### src/rtl/bus_xfer_issuer.sv
// Register-transfer issuer: queues {src,dst} commands, drives the bus source select
// for a settle window, then pulses one destination load enable.
module bus_xfer_issuer #(
  parameter int DEPTH  = 2,
  parameter int SETTLE = 1
) (
  input  logic        clk,
  input  logic        clr,
  input  logic        cmd_valid,
  output logic        cmd_ready,
  input  logic [4:0]  cmd_src,
  input  logic [4:0]  cmd_dst,
  output logic [4:0]  bus_sel,
  output logic        bus_sel_valid,
  output logic [23:0] dst_in,
  output logic        busy,
  output logic        err_pulse,
  output logic [15:0] xfer_count
);

  localparam int AW = $clog2(DEPTH);
  localparam int CW = (SETTLE > 1) ? $clog2(SETTLE) : 1;
  localparam logic [CW-1:0] CNT_LOAD = CW'(SETTLE - 1);

  typedef enum logic [1:0] {IDLE, DRIVE, LATCH} state_t;

  state_t        r_state;
  logic [4:0]    r_mem_src [DEPTH];
  logic [4:0]    r_mem_dst [DEPTH];
  logic [AW:0]   r_wptr;
  logic [AW:0]   r_rptr;
  logic [CW-1:0] r_cnt;
  logic [4:0]    r_cur_dst;
  logic [4:0]    r_bus_sel;
  logic          r_bus_sel_valid;
  logic [23:0]   r_dst_in;
  logic          r_err;
  logic [15:0]   r_xfer_count;

  logic       w_full;
  logic       w_empty;
  logic       w_push;
  logic       w_pop;
  logic [4:0] w_head_src;
  logic [4:0] w_head_dst;
  logic       w_head_ok;

  // Extra pointer MSB separates full (MSBs differ) from empty (pointers equal).
  assign w_empty    = (r_wptr == r_rptr);
  assign w_full     = (r_wptr[AW] != r_rptr[AW]) && (r_wptr[AW-1:0] == r_rptr[AW-1:0]);
  assign w_push     = cmd_valid & ~w_full;
  assign w_pop      = ~w_empty & ((r_state == IDLE) | (r_state == LATCH));
  assign w_head_src = r_mem_src[r_rptr[AW-1:0]];
  assign w_head_dst = r_mem_dst[r_rptr[AW-1:0]];
  assign w_head_ok  = (w_head_src <= 5'd23) && (w_head_dst <= 5'd23);

  always_ff @(posedge clk) begin
    if (w_push) begin
      r_mem_src[r_wptr[AW-1:0]] <= cmd_src;
      r_mem_dst[r_wptr[AW-1:0]] <= cmd_dst;
    end
  end

  always_ff @(posedge clk or posedge clr) begin
    if (clr) begin
      r_wptr <= '0;
      r_rptr <= '0;
    end else begin
      if (w_push) r_wptr <= r_wptr + 1'b1;
      if (w_pop)  r_rptr <= r_rptr + 1'b1;
    end
  end

  always_ff @(posedge clk or posedge clr) begin
    if (clr) begin
      r_state         <= IDLE;
      r_cnt           <= '0;
      r_cur_dst       <= '0;
      r_bus_sel       <= '0;
      r_bus_sel_valid <= 1'b0;
      r_dst_in        <= '0;
      r_err           <= 1'b0;
      r_xfer_count    <= '0;
    end else begin
      r_err    <= 1'b0;
      r_dst_in <= '0;
      case (r_state)
        IDLE, LATCH: begin
          if (r_state == LATCH) r_xfer_count <= r_xfer_count + 16'd1;
          // LATCH shares IDLE's pop path so back-to-back transfers lose no cycle.
          if (w_pop && w_head_ok) begin
            r_state         <= DRIVE;
            r_cnt           <= CNT_LOAD;
            r_cur_dst       <= w_head_dst;
            r_bus_sel       <= w_head_src;
            r_bus_sel_valid <= 1'b1;
          end else begin
            r_state         <= IDLE;
            r_bus_sel       <= '0;
            r_bus_sel_valid <= 1'b0;
            if (w_pop) r_err <= 1'b1;
          end
        end
        DRIVE: begin
          if (r_cnt == '0) begin
            r_state  <= LATCH;
            r_dst_in <= 24'd1 << r_cur_dst;
          end else begin
            r_cnt <= r_cnt - CW'(1);
          end
        end
        default: begin
          r_state         <= IDLE;
          r_bus_sel       <= '0;
          r_bus_sel_valid <= 1'b0;
        end
      endcase
    end
  end

  assign cmd_ready     = ~w_full;
  assign busy          = ~w_empty | (r_state != IDLE);
  assign bus_sel       = r_bus_sel;
  assign bus_sel_valid = r_bus_sel_valid;
  assign dst_in        = r_dst_in;
  assign err_pulse     = r_err;
  assign xfer_count    = r_xfer_count;

endmodule

### config.mk
export PLATFORM = sky130hd
export DESIGN_NAME = bus_xfer_issuer
export DESIGN_NICKNAME = d
export VERILOG_FILES = /design/src/rtl/bus_xfer_issuer.sv
export SDC_FILE = /design/constraint.sdc
export NUM_CORES = 1
export LEC_CHECK = 0
export CORE_UTILIZATION = 40
export DETAILED_ROUTE_END_ITERATION = 8
export GPL_TIMING_DRIVEN = 0
export PLACE_DENSITY_LB_ADDON = 0.1
export REMOVE_ABC_BUFFERS = 1
export SKIP_CTS_REPAIR_TIMING = 1
export SYNTH_ARGS = -nofsm -noshare
export SYNTH_HDL_FRONTEND = slang
export SYNTH_SLANG_ARGS = --single-unit
### constraint.sdc
create_clock -name clk -period 1.7 [get_ports clk]
set_input_delay 0.255 -clock clk [delete_from_list [all_inputs] [get_ports clk]]
set_output_delay 0.255 -clock clk [all_outputs]
set_load 0.02 [all_outputs]
; ---- Yosys cells after proc, flatten, opt, wreduce, memory -nomap -nowiden
; Memories as Yosys holds them, arrays and structs flattened.
; Cells that the tools add are included.
[word_totals]
ff_bits = 59
mem_bits_rw = 20
input_bits = 13
out_inout_bits = 49
word_cells = 59
n_memories = 2
[mem_list]
columns = memory, words, width, read_ports, rd_ports_with_merged_regs, write_ports, line_no
row1 = r_mem_dst, 2, 5, 1, 0, 1, 29  ; logic [4:0] r_mem_dst [DEPTH];
row2 = r_mem_src, 2, 5, 1, 0, 1, 28  ; logic [4:0] r_mem_src [DEPTH];
[op_classes]
addsub = 4
magnitude_cmp = 2
eq_ne = 7
shifts = 1
n_mux = 17
n_bitwise = 6
reduce_logical = 10
[op_table]
columns = cell, count
row1 = $mux 24, 2
row2 = $shl 1x5->24 const A, 1
row3 = $add 16x1->16 const B, 1
row4 = $le 5x5->1 const B, 2
row5 = $pmux 5 s2, 1
row6 = $mux 1, 9
row7 = $reduce_and 2->1, 3
row8 = $mux 5, 1
row9 = $add 2x1->2 const B, 2
row10 = $ne 2x2->1 const B, 2
row11 = $pmux 1 s2, 2
row12 = $pmux 2 s2, 1
row13 = $reduce_bool 2->1, 2
row14 = $logic_and 1x1->1, 3
row15 = $and 1x1->1, 2
row16 = $eq 2x1->1 const B, 1
row17 = $eq 2x2->1, 1
row18 = $eq 2x2->1 const B, 1
row19 = $logic_not 2->1, 1
row20 = $mux 2, 1
row21 = $not 1->1, 2
row22 = $or 1x1->1, 2
row23 = $reduce_or 2->1, 1
row24 = $eq 1x1->1, 1
row25 = other kinds (2), 2

; ---- Longest topological paths before layout
[logic_depth]
ltp_word = 6
mapped_depth = 6

; ---- Worst setup path after synthesis
; No wires, ideal clock.
[synth_timing]
kind = reg2reg
start = register r_rptr[0]
end = memory r_mem_dst[0][0], enable pin
setup_time_ns = 0.376
t_arrival_ns = 1.409
t_required_ns = 1.324
slack_ns = -0.085
stages_incl_launch_ff = 6
cell_sequence = dfrtp_1 -> buf_2 -> xnor2_1 -> nand2_1 -> nand2_1 -> nor2_1
[synth_via]
elab_chain_cells = 6
[synth_rtl]
columns = element, line_no
row1 = from (decl), 31  ; logic [AW:0] r_rptr;
row2 = from (signal assigned), 70  ; if (w_pop) r_rptr <= r_rptr + 1'b1;
row3 = $eq 1x1->1, 50  ; assign w_full = (r_wptr[AW] != r_rptr[AW]) && (r_wptr[AW-1:0] == r_rptr[AW-1:0]);
row4 = $logic_and 1x1->1, 50
row5 = $not 1->1, n/a
row6 = via cmd_ready, 10  ; output logic cmd_ready,
row7 = $and 1x1->1, 51  ; assign w_push = cmd_valid & ~w_full;
row8 = $mux 1, 58  ; if (w_push) begin
row9 = $mux 1 (not written as such), 60  ; r_mem_dst[r_wptr[AW-1:0]] <= cmd_dst;
row10 = to (decl), 29
; The timed path passes the listed nets, and every way through them passes these cells.

; ---- Worst setup path in the final report
[layout_timing]
start = register r_rptr[0]
end = output port busy
[layout_via]
elab_chain_cells = 3
[layout_rtl]
columns = element, line_no
row1 = $eq 2x2->1, 49  ; assign w_empty = (r_wptr == r_rptr);
row2 = $not 1->1, 122  ; assign busy = ~w_empty | (r_state != IDLE);
row3 = $or 1x1->1, 122
row4 = to (decl), 16  ; output logic busy,
; No other way between the ends.

==> flow_summary_export.csv <==
group,metric,value,unit
outcome,outcome,"completed",
floorplan,die_h,88.3,um
cts,cts_tree,"yes",
cts,cts-root-buf,"clkbuf_8",
logic_synthesis,ys_seq_area_frac,0.689,
floorplan,io_pins,62,
cts,ctsHtreeMaxLevel,3,
critical_path,worstPathArrival,1.40,ns
pwr,powerDensity,1570,mW/mm2
routing,drtIter0Drc,55,
layout,n_antenna_cell,0,
logic_synthesis,syn-cell-area,0.00298,mm2
critical_path,reg2reg_from,"r_state[0]",
floorplan,die_area,0.00779,mm2
layout,seqCellArea,0.00206,mm2
flow_run,drv_cap,0,
logic_synthesis,syn_inst,212,
critical_path,critPathKind,"reg2out",
logic_synthesis,synthArstFlopShare,0.744,
critical_path,worstSetupEndpointType,"output port",
layout,finalNetCount,296,
logic_synthesis,ys.flop_type,"dfrtp_1",
cts,cts_sinks,78,
logic_synthesis,ys_types,37,
sta,min_period,1.65,ns
placement,dpl.hpwl,3510,um
placement,io_buffer_count,61,
routing,wire_per_inst,13.6,um
global_routing,gr-total-overflow,0,
sta,finClkSkew,0.00791,ns
critical_path,crit_required,1.44,ns
sta,report.final.slew_viol_count,0,
global_routing,grt_pass1_wl,8090,um
sta,worst-slew-pin-transition,0.493,ns
logic_synthesis,synth-edff-count,20,
layout,postLayoutCellArea,0.00395,mm2
global_routing,grtUsageTotal,0.144,
logic_synthesis,ys.warnings.count,0,
sta,maxSlewHeadroom,0.671,
placement,gp_congestion,0.689,
routing,drc,0,
sta,setup-violations-final,0,
critical_path,cp-start-kind,"flip-flop",
cts,clock_path_buffers,2,
global_routing,grt_start_max_net_pins,39,
min_path,hp-class,"in2async",
logic_synthesis,syn_avg_cell_area,14.0,um2
sta,fmax,605,MHz
critical_path,r2r_slack,0.15,ns
layout,multi_input_area,895,um2
layout,final_util,0.548,
critical_path,crit_end,"busy",
sta,setup_tns,0,ns
pwr,ir_drop,0.000777,V
floorplan,fp-row-count,31,
floorplan,core,0.00721,mm2
floorplan,start_util,0.413,
global_routing,first_global_vias,1678,
layout,area_delta_synth_final,32.6,%
layout,finalNonFillerCells,386,
layout,drive_above_1_share,0.164,
sta,finalHoldViolCount,0,
routing,ant_nets,0,
placement,post-place-cells,366,
critical_path,worstSetupStartpoint,"r_rptr[0]",
floorplan,die_w,88.3,um
routing,via_per_inst,4.63,
global_routing,antenna_found_initial,0,
logic_synthesis,synth-seq-cells,78,
critical_path,worst_r2r_endpoint,"xfer_count[11]",
critical_path,reg2regPathDepth,4,
routing,vias,1789,
pwr,leakagePower,1.72,nW
critical_path,cp_max_fo,8,
cts,insertion_delay,0.34,ns
routing,drtPass1Iterations,4,
cts,cts.reportedPaths.clkPinSlew,0.08,ns
layout,final.fill_count,648,
sta,period_share,0.973,
routing,drt_wl_total,5250,um
cts,cts_buffers,9,
placement,place_area,0.00369,mm2
-- state kept, by name, indices dropped and copies added (netlist names) --
register	cells
r_state	2
r_cur_dst	5
r_mem_src	10
err_pulse	1
bus_sel	5
xfer_count	16
dst_in	24
r_rptr	2
r_mem_dst	10
bus_sel_valid	1
r_wptr	2
-- logic make-up after synthesis --
family,count (synthesis),share of synthesized area
simple gates,74,0.122
buf+inv,9,0.0168
fa+ha+maj,1,0.00420
flops,78,0.689
mux,16,0.0643
xor+xnor,20,0.0613
compound gates,14,0.0420
-- worst max-delay path, stage by stage (launching register included) --
cell and delay [ns]:
dfrtp_4 0.53, xnor2_2 0.21, nand3_1 0.11, dlymetal6s2s_1 0.22
-- report_power, final --
group / switching (mW) / internal [mW] / total (mW)
Sequential: 0.365 / 2.39 / 2.76
Combinational: 1.10 / 1.08 / 2.17
Clock: 0.661 / 0.608 / 1.27
Total: 2.12 / 4.08 / 6.20
-- stage by stage --
| stage | total power, mW | hold WS [ns] | setup WS, ns |
|---|---|---|---|
| floorplan | 4.11 | 0.354 | -0.229 |
| global placement | 4.82 | 0.460 | -1.04 |
| detailed placement | 4.84 | 0.469 | -0.579 |
| CTS | 6.11 | 0.255 | -0.622 |
| global route | 6.58 | 0.285 | -0.0141 |
| finish | 6.20 | 0.246 | 0.0467 |
-- synth_stat cells (2+ instances only) --
cell type  number  area [um2]
a21oi_1         2        10.0
nand2_1        12        45.0
nand3_1         6        30.0
mux2_1          2        22.5
a21o_1          2        15.0
dfrtp_1        58        1450
nand2b_1        5        31.3
mux2_4          3        45.0
and3_1          3        18.8
buf_2           4        20.0
xor2_1          4        35.0
nor2_1         30         113
and4_1          4        35.0
a22o_1          6        52.6
mux2_2         11         124
nand4_1         5        31.3
nor3_1          2        10.0
xnor2_1        15         131
edfxtp_1       20         601
-- area by class of cell --
cell class | count | area share
flip-flops and latches | 78 | 0.521
multi-input cells | 125 | 0.226
repair buffers | 66 | 0.173
clock buffers | 11 | 0.0383
well taps | 99 | 0.0314
clock inverters | 5 | 0.00824
inverters | 2 | 0.00190
-- layer usage --
metal / vias to the layer above / wire, um / global-route usage
met4: 0 / 111 / 0.0806
li1: 870 / - / -
met1: 855 / 2440 / 0.187
met3: 10 / 248 / 0.0373
met5: - / 0 / 0
met2: 54 / 2450 / 0.220
-- worst min path at each step --
stage	from	end	slack, ns	cells after the start
final	clr	xfer_count[3]	0.25	2
after global routing	clr	xfer_count[3]	0.28	2
after CTS	clr	xfer_count[3]	0.25	2
after detailed placement	xfer_count[15]	xfer_count[15]	0.47	1
after global placement	xfer_count[15]	xfer_count[15]	0.46	1
after floorplan	cmd_dst[0]	r_mem_dst[0][0]	0.35	0
-- cells in the final DEF, fill, tap and decap left out, drive strengths merged, types with 3 or more instances in the layout --
| cell type | count |
|---|---|
| edfxtp | 20 |
| dfrtp | 58 |
| a22o | 6 |
| nor2 | 31 |
| nand4 | 5 |
| and3 | 3 |
| nand2 | 12 |
| xor2 | 5 |
| buf | 5 |
| nand3 | 6 |
| clkdlybuf4s50 | 54 |
| xnor2 | 15 |
| and4 | 4 |
| clkbuf | 12 |
| mux2 | 16 |
| dlymetal6s2s | 6 |
| clkinv | 4 |
| nand2b | 5 |
Power figures use the tool's default switching activity.
